**src/rtl/quant_pkg.sv**
```systemverilog
// Shared quantization constants and output-range helpers for the
// quantize/dequantize stages around the integer matmul array.
package quant_pkg;

  // Default number of fraction bits for Q16.16 activations and scales
  localparam int FRAC_BITS_DEF = 16;

  // X tensor: scale 0.03675, stored as Q16.16 scale and reciprocal
  localparam logic [31:0] SCALE_X     = 32'd2408;
  localparam logic [31:0] INV_SCALE_X = 32'd1783293;

  // Y tensor: scale 0.0625, stored as Q16.16 scale and reciprocal
  localparam logic [31:0] SCALE_Y     = 32'd4096;
  localparam logic [31:0] INV_SCALE_Y = 32'd1048576;

  // Most negative value of a signed two's complement integer of width w
  function automatic longint qmin(input int w);
    return -(64'sd1 <<< (w - 1));
  endfunction

  // Most positive value of a signed two's complement integer of width w
  function automatic longint qmax(input int w);
    return (64'sd1 <<< (w - 1)) - 64'sd1;
  endfunction

endpackage

```
**src/rtl/quant_round_sat.sv**
```systemverilog
// Combinational round-half-away-from-zero and saturation math.
// The two paths are independent so the caller can put a register
// between rounding and clipping.
module quant_round_sat
  import quant_pkg::*;
#(
  parameter int WIDTH_PROD   = 64,
  parameter int WIDTH_OUTPUT = 8,
  parameter int SHIFT        = 32
) (
  input  logic signed [WIDTH_PROD-1:0]   prod_s,
  output logic signed [WIDTH_PROD-1:0]   rnd_s,
  input  logic signed [WIDTH_PROD-1:0]   rnd_r,
  output logic signed [WIDTH_OUTPUT-1:0] q_s,
  output logic                           sat_s
);

  localparam logic signed [WIDTH_PROD-1:0] HALF =
    {{(WIDTH_PROD-1){1'b0}}, 1'b1} << (SHIFT - 1);
  localparam logic signed [WIDTH_PROD-1:0] QMIN_W = WIDTH_PROD'(qmin(WIDTH_OUTPUT));
  localparam logic signed [WIDTH_PROD-1:0] QMAX_W = WIDTH_PROD'(qmax(WIDTH_OUTPUT));

  logic signed [WIDTH_PROD-1:0] mag_s;
  logic signed [WIDTH_PROD-1:0] shifted_s;

  // Round on the magnitude so ties move away from zero for both signs
  always_comb begin
    mag_s     = prod_s;
    shifted_s = '0;
    rnd_s     = '0;
    if (prod_s < 0) begin
      mag_s = -prod_s;
    end else begin
      mag_s = prod_s;
    end
    shifted_s = (mag_s + HALF) >>> SHIFT;
    if (prod_s < 0) begin
      rnd_s = -shifted_s;
    end else begin
      rnd_s = shifted_s;
    end
  end

  // Clip the full-width rounded value; never truncate before comparing
  always_comb begin
    q_s   = '0;
    sat_s = 1'b0;
    if (rnd_r > QMAX_W) begin
      q_s   = QMAX_W[WIDTH_OUTPUT-1:0];
      sat_s = 1'b1;
    end else if (rnd_r < QMIN_W) begin
      q_s   = QMIN_W[WIDTH_OUTPUT-1:0];
      sat_s = 1'b1;
    end else begin
      q_s   = rnd_r[WIDTH_OUTPUT-1:0];
      sat_s = 1'b0;
    end
  end

endmodule

```
**src/rtl/quantize_q16.sv**
```systemverilog
// Q16.16 -> signed integer quantizer: multiply by reciprocal scale,
// round half away from zero, saturate. Fixed 3-cycle latency, one
// sample per cycle, with a batch counter flagging the last result.
module quantize_q16
  import quant_pkg::*;
#(
  parameter int          WIDTH_INPUT     = 32,
  parameter int          WIDTH_OUTPUT    = 8,
  parameter int          FRAC_BITS       = FRAC_BITS_DEF,
  parameter logic [31:0] INV_SCALE       = INV_SCALE_X,
  parameter int          NUM_COUNTER_BIT = 3,
  parameter int          NUM_CALCULATE   = 4
) (
  input  logic                           clk_i,
  input  logic                           rst_i,
  input  logic signed [WIDTH_INPUT-1:0]  din_i,
  input  logic                           valid_i,
  output logic                           valid_o,
  output logic                           done_o,
  output logic                           sat_o,
  output logic signed [WIDTH_OUTPUT-1:0] dout_o
);

  localparam int WIDTH_PROD = 2 * WIDTH_INPUT;
  localparam int SHIFT      = 2 * FRAC_BITS;
  localparam logic [WIDTH_INPUT-1:0] INV_SCALE_U = WIDTH_INPUT'(INV_SCALE);
  localparam logic [NUM_COUNTER_BIT-1:0] CNT_LAST = NUM_COUNTER_BIT'(NUM_CALCULATE - 1);

  logic signed [WIDTH_PROD-1:0]   din_ext_s;
  logic signed [WIDTH_PROD-1:0]   scale_ext_s;
  logic signed [WIDTH_PROD-1:0]   prod_s;
  logic signed [WIDTH_PROD-1:0]   prod_r;
  logic signed [WIDTH_PROD-1:0]   rnd_s;
  logic signed [WIDTH_PROD-1:0]   rnd_r;
  logic signed [WIDTH_OUTPUT-1:0] q_s;
  logic                           sat_s;
  logic                           v1_r;
  logic                           v2_r;
  logic [NUM_COUNTER_BIT-1:0]     cnt_r;

  // The reciprocal scale is always a positive operand, so zero-extend it
  assign din_ext_s   = WIDTH_PROD'(din_i);
  assign scale_ext_s = $signed({{WIDTH_INPUT{1'b0}}, INV_SCALE_U});
  assign prod_s      = din_ext_s * scale_ext_s;

  quant_round_sat #(
    .WIDTH_PROD   (WIDTH_PROD),
    .WIDTH_OUTPUT (WIDTH_OUTPUT),
    .SHIFT        (SHIFT)
  ) u_round_sat (
    .prod_s (prod_r),
    .rnd_s  (rnd_s),
    .rnd_r  (rnd_r),
    .q_s    (q_s),
    .sat_s  (sat_s)
  );

  // Three pipeline stages; data loads every cycle, valid travels alongside
  always_ff @(posedge clk_i) begin
    if (rst_i) begin
      prod_r  <= '0;
      v1_r    <= 1'b0;
      rnd_r   <= '0;
      v2_r    <= 1'b0;
      dout_o  <= '0;
      sat_o   <= 1'b0;
      valid_o <= 1'b0;
    end else begin
      prod_r  <= prod_s;
      v1_r    <= valid_i;
      rnd_r   <= rnd_s;
      v2_r    <= v1_r;
      dout_o  <= q_s;
      sat_o   <= sat_s;
      valid_o <= v2_r;
    end
  end

  // Batch counter advances with the result entering the output register,
  // so done_o is registered and lines up with the last valid_o of a batch
  always_ff @(posedge clk_i) begin
    if (rst_i) begin
      cnt_r  <= '0;
      done_o <= 1'b0;
    end else if (v2_r) begin
      done_o <= (cnt_r == CNT_LAST);
      if (cnt_r == CNT_LAST) begin
        cnt_r <= '0;
      end else begin
        cnt_r <= cnt_r + {{(NUM_COUNTER_BIT-1){1'b0}}, 1'b1};
      end
    end else begin
      cnt_r  <= cnt_r;
      done_o <= 1'b0;
    end
  end

endmodule

```
**config.mk**
```make
export PLATFORM = sky130hd
export DESIGN_NAME = quantize_q16
export DESIGN_NICKNAME = d
export VERILOG_FILES = /design/src/rtl/quant_pkg.sv /design/src/rtl/quant_round_sat.sv /design/src/rtl/quantize_q16.sv
export SDC_FILE = /design/constraint.sdc
export NUM_CORES = 1
export LEC_CHECK = 0
export CORE_MARGIN = 5
export CORE_UTILIZATION = 40
export CTS_BUF_LIST = sky130_fd_sc_hd__clkbuf_2 sky130_fd_sc_hd__clkbuf_4 sky130_fd_sc_hd__clkbuf_8
export DETAILED_ROUTE_END_ITERATION = 8
export SETUP_SLACK_MARGIN = 0.2
export SLEW_MARGIN = 20
export SYNTH_ARGS = -nofsm -noshare
export SYNTH_HDL_FRONTEND = slang
export SYNTH_SLANG_ARGS = --single-unit
```
**constraint.sdc**
```tcl
create_clock -name clk_i -period 16.67 [get_ports clk_i]
set_input_delay 3.334 -clock clk_i [delete_from_list [all_inputs] [get_ports clk_i]]
set_output_delay 3.334 -clock clk_i [all_outputs]
set_load 0.05 [all_outputs]
```
# ---- Yosys cells after proc, flatten, opt, wreduce, memory -nomap -nowiden
# Cells that the tools add are included.
dict set report op_classes {
  magnitude_cmp 3
  multipliers 1
  bitwise 1
  mux 7
  n_reduce_logical 2
  add_sub_neg 4
  eq_ne 1
}
# cell n
set op_table {}
lappend op_table {{64-bit 2-to-1 mux} 2}
lappend op_table {{64-bit by 33-bit adder with 64-bit output, second input constant} 1}
lappend op_table {{64-bit by 8-bit greater-than comparator with 1-bit output, second input constant} 1}
lappend op_table {{64-bit by 1-bit less-than comparator with 1-bit output, second input constant} 1}
lappend op_table {{64-bit by 8-bit less-than comparator with 1-bit output, second input constant} 1}
lappend op_table {{32-bit negator with 64-bit output} 1}
lappend op_table {{64-bit negator} 1}
lappend op_table {{32-bit by 22-bit multiplier with 54-bit output, second input constant} 1}
lappend op_table {{8-bit 2-to-1 mux} 1}
lappend op_table {{7-bit 2-to-1 mux} 1}
lappend op_table {{2-bit OR reduction} 2}
lappend op_table {{3-bit by 1-bit adder with 3-bit output, second input constant} 1}
lappend op_table {{3-bit by 2-bit equality test with 1-bit output, second input constant} 1}
lappend op_table {{3-bit 2-to-1 mux} 1}
lappend op_table {{1-bit 2-to-1 mux} 2}
lappend op_table {{1-bit NOT} 1}
dict set report word_totals {
  wordCells 29
  inputBits 35
  output_inout_bits 11
  ff_bits 144
}

# ---- Logic depth before layout (Yosys ltp)
# Gate-level depths: netlist (run 1).
dict set report logic_depth {
  depth_word 5
  depth_mapped 28
  mapped_depth_nobuf 27
}

# ---- By module
# Synthesis (run 1) repeated with hierarchy kept, for this count alone.
dict set report hier_totals {
  cells_unflattened 2609
  hier_area_um2 23412.5
}
# module area_each_um2 cells_per_inst seq_area_each_um2 n_inst
set modules_own_cells {}
lappend modules_own_cells {quantize_q16 19474.9 2016 2682.6 1}
lappend modules_own_cells {quant_round_sat 3937.5 593 0.0 1}

# ---- Worst setup path after synthesis (run 1)
# Ideal clock, no wire load.
dict set report synth_timing {
  path_kind {input-to-reg}
  startpoint {input din_i[31]}
  endpoint {register prod_r[48]}
  required_time_ps 16542
  n_path_buf 1
  slack_ps 6805
  setup_time_ps 128
  path_stages 22
  t_arrival_ps 9737
  cell_sequence {clkbuf_1 -> inv_1 -> fa_1 -> fa_1 -> inv_1 -> fa_1 -> fa_1 -> fa_1 -> inv_1 -> fa_1 -> inv_1 -> ha_1 -> and3_1 -> and4_1 -> and3_1 -> a21oi_1 -> o211ai_1 -> a41o_1 -> a2111oi_0 -> o21bai_1 -> xnor2_1 -> nor2_1}
}
dict set report synth_between {
  elab_chain_len 1
}
# element line
set synth_lines {}
lappend synth_lines {{start: declaration} quantize_q16.sv:16} ;# input logic signed [WIDTH_INPUT-1:0] din_i,
lappend synth_lines {{32-bit by 22-bit multiplier with 54-bit output} quantize_q16.sv:44} ;# assign prod_s = din_ext_s * scale_ext_s;
lappend synth_lines {{end signal: assignment} quantize_q16.sv:69} ;# prod_r <= prod_s;
lappend synth_lines {{end: declaration} quantize_q16.sv:32} ;# logic signed [WIDTH_PROD-1:0] prod_r;
# Every way passes these cells.
# A chain may end at the register's enable or synchronous reset.

# ---- Worst setup path in the final report (run 1)
dict set report layout_timing {
  startpoint {input din_i[9]}
  endpoint {register prod_r[62]}
}
# Same word-level chain as after synthesis.

==> flow_metrics.env, run 1 <==
export IMPL_synth_ff_type="dfxtp_1"
export IMPL_grt_busiest_layer="met2"
export IMPL_rows=85
export IMPL_critPathLaunchType="primary input"
export IMPL_finClkSkew_ns=0.0153
export IMPL_grt_usage=0.187
export IMPL_ctsResizeCount=0
export IMPL_drive_gt1_frac=0.0314
export IMPL_ant_nets=0
export IMPL_synthTopCellsByArea="fa_1 (35%), ha_1 (15%), dfxtp_1 (12%)"
export IMPL_fill_cells=5291
export IMPL_post_route_util=0.433
export IMPL_relSlewSlack=0.336
export IMPL_cp_max_fo=9
export IMPL_post_cts_buffers=0
export IMPL_yosysWarnings=0
export IMPL_syn_num_nets=3020
export IMPL_critPathRequiredTime_ns=16.99
export IMPL_clock_sinks=134
export IMPL_htreeDepth=4
export IMPL_crit_type="in2reg"
export IMPL_grt_pass1_vias=16518
export IMPL_path_clk_slew_ns=0.08
export IMPL_synth_edf_count=0
export IMPL_fin_nets=3041
export IMPL_gr_total_overflow=0
export IMPL_clockBufferDepth=2
export IMPL_met2_usage=0.298
export IMPL_gp_congestion=0.942
export IMPL_dpl_cell_area_um2=22900
export IMPL_async_reset_ff_frac=0
export IMPL_max_cap_viol_count=0
export IMPL_clkLatencyLatePin_ns=0.45
export IMPL_hold_path_class="reg2reg"
export IMPL_status="completed"
export IMPL_drt_pass1_iter_count=5
export IMPL_routed_wl_um=53200
export IMPL_worstReg2RegStart="prod_r[23]"
export IMPL_ys_seq_elements=134
export IMPL_synth_top_cell_by_area="fa_1"
export IMPL_tightest_slew_ns=0.970
export IMPL_drt_wirelength_per_cell_um=17.3
export IMPL_slew_viol_final=0
export IMPL_synth_area_um2=21700
export IMPL_grt_max_degree=65
export IMPL_area_growth_pct=7.22
export IMPL_synth_distinct_cells=79
export IMPL_use_met3=0.0334
export IMPL_antenna_found_initial=0
export IMPL_min_period_over_period=0.652
export IMPL_die_width_um=243
export IMPL_initial_utilization=0.404
export IMPL_use_met1=0.272
export IMPL_synth_avg_cell_area_um2=9.25
export IMPL_cts_root_buf="clkbuf_8"
export IMPL_drt_initial_drc_count=885
export IMPL_grt_pass1_wl_um=89300
export IMPL_yosysTopAreaCellShare=0.346
export IMPL_num_vias=15357
export IMPL_holdBufCountCts=0
export IMPL_rsz0062_at_grt="false"
export IMPL_hold_ws_ns=0.454
export IMPL_ios=46
export IMPL_seq_area_um2=2680
export IMPL_cts_buffers=17
export IMPL_min_from="v1_r"
export IMPL_diodes=0
export IMPL_fin_crit_ns=10.86
export IMPL_setup_worst_path_start="din_i[9]"
export IMPL_multi_input_area_um2=16400
export IMPL_ys_seq_area_frac=0.123
export IMPL_critPathCaptureType="flop"
export IMPL_finalHoldViolations=0
export IMPL_drc=0
export IMPL_viasPerCell=4.98
export IMPL_dp_hpwl_um=46400
export IMPL_setup_viol=0
export IMPL_dieArea_um2=59100
export IMPL_port_buffers=45
export IMPL_fmax_ghz=0.0921
export IMPL_die_h_um=243
export IMPL_cts_tree="yes"
export IMPL_core_um2=53800
export IMPL_crit_arrival_ns=11.18
export IMPL_design_area_um2=23300
export IMPL_syn_inst=2351
export IMPL_setup_tns_ns=0
critical path, stage by stage:
cell	delay [ns]
clkdlybuf4s50_1	0.74
inv_1	0.22
fa_1	0.55
xnor2_1	0.15
ha_1	0.28
inv_1	0.05
fa_1	0.57
inv_1	0.06
fa_1	0.50
inv_1	0.05
fa_1	0.47
inv_1	0.05
fa_1	0.52
inv_1	0.05
fa_1	0.53
inv_1	0.04
ha_1	0.32
and2_1	0.16
nand4_1	0.18
or4_1	0.55
nor3b_1	0.37
nor3_1	0.15
o21ai_0	0.41
a21oi_1	0.16
a211o_1	0.31
o21ai_0	0.21
xnor2_1	0.14
nor2_1	0.05
synthesized netlist by cell type, types with 8 or more instances:
master / instances
dfxtp_1: 134
nand3_1: 22
o21bai_1: 8
a211oi_1: 9
o21a_1: 8
fa_1: 376
nand4_1: 28
nor3_1: 26
inv_1: 642
a21o_1: 45
or3_1: 11
xnor2_1: 68
a21oi_1: 130
and2_1: 9
nor2b_1: 17
nand2_1: 75
nor4_1: 25
nand2b_1: 12
clkbuf_1: 31
buf_2: 8
o31ai_1: 17
xor2_1: 70
o21ai_0: 49
nor2_1: 119
nor3b_1: 8
and3_1: 16
ha_1: 258
state kept, by name (all words and copies together), names as in the netlist:
| name | cells |
|---|---|
| v1_r | 1 |
| done_o | 1 |
| valid_o | 1 |
| dout_o | 8 |
| rnd_r | 64 |
| prod_r | 54 |
| cnt_r | 3 |
| v2_r | 1 |
| sat_o | 1 |
path summary, 6_finish.rpt:
| check | cells past startpoint | slack [ns] | to |
|---|---|---|---|
| max reg2reg | 19 | 11.19 | rnd_r[63] |
| min reg2reg | 1 | 0.45 | v2_r |
| max | 28 | 5.81 | prod_r[62] |
| min | 1 | 0.45 | v2_r |
through the flow:
| stage | cells | worst slack (ns) |
|---|---|---|
| 5_1_grt | 3081 | 5.38 |
| 6_report | 3081 | 5.81 |
| 3_5_place_dp | 3049 | 5.39 |
| 2_1_floorplan | 2351 | 6.81 |
| 4_1_cts | 3081 | 5.88 |
| 3_3_place_gp | 3049 | 5.46 |
placed cells by master, fill, tap and decap left out, drive strengths merged, types with 13 or more instances in the layout:
| cell | count |
|---|---|
| xnor2 | 68 |
| clkdlybuf4s50 | 44 |
| nand3 | 22 |
| fa | 376 |
| nor2 | 119 |
| inv | 651 |
| dfxtp | 134 |
| nor4 | 30 |
| nor3 | 27 |
| a21o | 45 |
| xor2 | 70 |
| and3 | 17 |
| nor2b | 17 |
| nand4 | 29 |
| or3 | 13 |
| a21oi | 130 |
| clkbuf | 17 |
| o21ai | 50 |
| o31ai | 18 |
| ha | 258 |
| nand2 | 75 |
metal layers:
metal  part of all wire  up-vias  wire length, um
li1                   -     7426                -
met1               0.47     7570            25200
met2               0.46      326            24200
met3              0.056       35             2990
met4              0.014        0              749
met5                  0        -                0
logic make-up after synthesis:
group           Yosys count  share of synthesized area
buf+inv                 694                      0.122
mux                       3                    0.00138
flops                   134                      0.123
compound gates          344                      0.106
other cells               1                   0.000173
fa+ha+maj               634                      0.495
simple gates            403                     0.0972
xor+xnor                138                     0.0556
layout make-up:
class | instances | area share
flip-flops and latches | 134 | 0.115
well taps | 696 | 0.0374
clock buffers | 17 | 0.0100
clock inverters | 15 | 0.00789
inverters | 642 | 0.103
multi-input cells | 1523 | 0.704
repair buffers | 54 | 0.0221
Power of run 1 is not shown: default switching activity piles up to over one toggle a cycle in this logic, so the estimate is an artifact.
==> inputs of run 2 (changes only) <==
Clock period 16.67 ns to 10.85 ns, I/O delays scaled along.
==> flow_metrics.env, run 2 (synthesis gave the netlist of run 1 again) <==
export IMPL_grt_pass1_wl_um=88700
export IMPL_viasPerCell=4.99
export IMPL_fin_crit_ns=9.72
export IMPL_final_common_cell="inv_1"
export IMPL_cts_tree="yes"
export IMPL_reg_largest_list="rnd_r x64, prod_r x54, dout_o x8"
export IMPL_num_vias=15391
export IMPL_fmax_ghz=0.103
export IMPL_setup_tns_ns=0
export IMPL_status="completed"
export IMPL_area_growth_pct=7.22
export IMPL_crit_type="in2reg"
export IMPL_critPathLaunchType="primary input"
export IMPL_post_cts_buffers=0
export IMPL_hold_ws_ns=0.447
export IMPL_hold_path_class="reg2reg"
export IMPL_initial_utilization=0.404
export IMPL_drt_pass1_iter_count=5
export IMPL_dp_hpwl_um=46500
export IMPL_diodes=0
export IMPL_grt_pass1_vias=16668
export IMPL_critPathBufInv=6
export IMPL_ff2ff_path_depth=19
export IMPL_min_from="cnt_r[2]"
export IMPL_gr_total_overflow=0
export IMPL_post_route_util=0.433
export IMPL_die_width_um=243
export IMPL_fin_nets=3045
export IMPL_rsz0062_at_grt="false"
export IMPL_ctsResizeCount=0
export IMPL_largest_reg_flops=64
export IMPL_port_buffers=45
export IMPL_cpMaxStageDelayCell="a2111oi_0"
export IMPL_slew_viol_final=0
export IMPL_max_stage_delay_ns=0.81
export IMPL_relSlewSlack=0.376
export IMPL_dieArea_um2=59100
export IMPL_min_period_over_period=0.896
export IMPL_reg2reg_slack_ns=5.31
export IMPL_drc=0
export IMPL_critPathRequiredTime_ns=11.19
export IMPL_final_cell_mix="inv_1 (642), fa_1 (376), ha_1 (258)"
export IMPL_cp_max_fo=9
export IMPL_clkLatencyLatePin_ns=0.45
export IMPL_core_um2=53800
export IMPL_ant_nets=0
export IMPL_setup_viol=0
export IMPL_antenna_found_initial=0
export IMPL_ios=46
export IMPL_worstReg2RegStart="prod_r[30]"
export IMPL_routed_wl_um=53200
export IMPL_regMostFlops="rnd_r"
export IMPL_gp_congestion=0.924
export IMPL_drive_gt1_frac=0.0331
export IMPL_htreeDepth=4
export IMPL_crit_arrival_ns=10.06
export IMPL_tightest_slew_ns=0.912
export IMPL_cts_buffers=17
export IMPL_cp_top_family="adder cells"
export IMPL_drt_initial_drc_count=769
export IMPL_finalHoldViolations=0
export IMPL_path_clk_slew_ns=0.09
export IMPL_clock_sinks=134
export IMPL_r2r_end="rnd_r[31]"
export IMPL_grt_usage=0.185
export IMPL_cts_root_buf="clkbuf_8"
export IMPL_holdBufCountCts=0
export IMPL_crit_top_cell="fa_1"
export IMPL_max_cap_viol_count=0
export IMPL_clockBufferDepth=2
export IMPL_die_h_um=243
export IMPL_critPathCaptureType="flop"
export IMPL_finClkSkew_ns=0.0108
export IMPL_drt_wirelength_per_cell_um=17.3
export IMPL_hold_path_endpoint="done_o"
export IMPL_grt_max_degree=68
export IMPL_rows=85
export IMPL_whs_path_depth=1
==> run 2: cell types whose count changed in the layout (fill, tap and decap cells not counted) <==
cell	before	now
clkinv_4	2	3
buf_4	10	14
bufinv_16	2	0
inv_8	5	7
inv_6	4	3
clkinvlp_4	2	1
clkinv_8	0	1
==> run 2: area by class of cell <==
cell class              instances  area, um2
inverters                     642       2410
fillers                      5285      30500
clock buffers                  17        234
flip-flops and latches        134       2680
clock inverters                15        155
well taps                     696        871
multi-input cells            1523      16400
repair buffers                 58        546
==> run 2: routing by layer <==
metal | vias up | wire length, um | share of wire | GRT usage
met5 | - | 0 | 0 | 0
met1 | 7585 | 24800 | 0.47 | 0.260
met4 | 0 | 890 | 0.017 | 0.0345
li1 | 7445 | - | - | -
met2 | 318 | 24300 | 0.46 | 0.297
met3 | 43 | 3230 | 0.061 | 0.0433
==> run 2: worst max-delay path by stage <==
| stage | start | to | slack [ns] | cells past startpoint |
|---|---|---|---|---|
| 2_1_floorplan | din_i[31] | prod_r[48] | 2.15 | 22 |
| 3_3_place_gp | din_i[22] | prod_r[62] | 0.81 | 26 |
| 3_5_place_dp | din_i[14] | prod_r[48] | 0.67 | 25 |
| 4_1_cts | din_i[14] | prod_r[48] | 1.16 | 25 |
| 5_1_grt | din_i[17] | prod_r[62] | 0.62 | 26 |
| 6_report | din_i[14] | prod_r[48] | 1.13 | 25 |
==> run 2: per-stage QoR <==
stage	setup slack [ns]	std cells	cell area (um2)
after floorplan	2.15	2351	21700
after global placement	0.806	3053	22900
after detailed placement	0.668	3053	22900
after CTS	1.16	3085	23300
after global routing	0.619	3085	23300
final	1.13	3085	23300
Power of run 2 is left out for the same reason.
==> inputs of run 3 (changes only) <==
Settings changed: SLEW_MARGIN 20 to 30.
==> results of run 3 <==
No change in the layout: final DEF, timing and power equal those of run 2.
Power of run 3 is left out for the same reason.
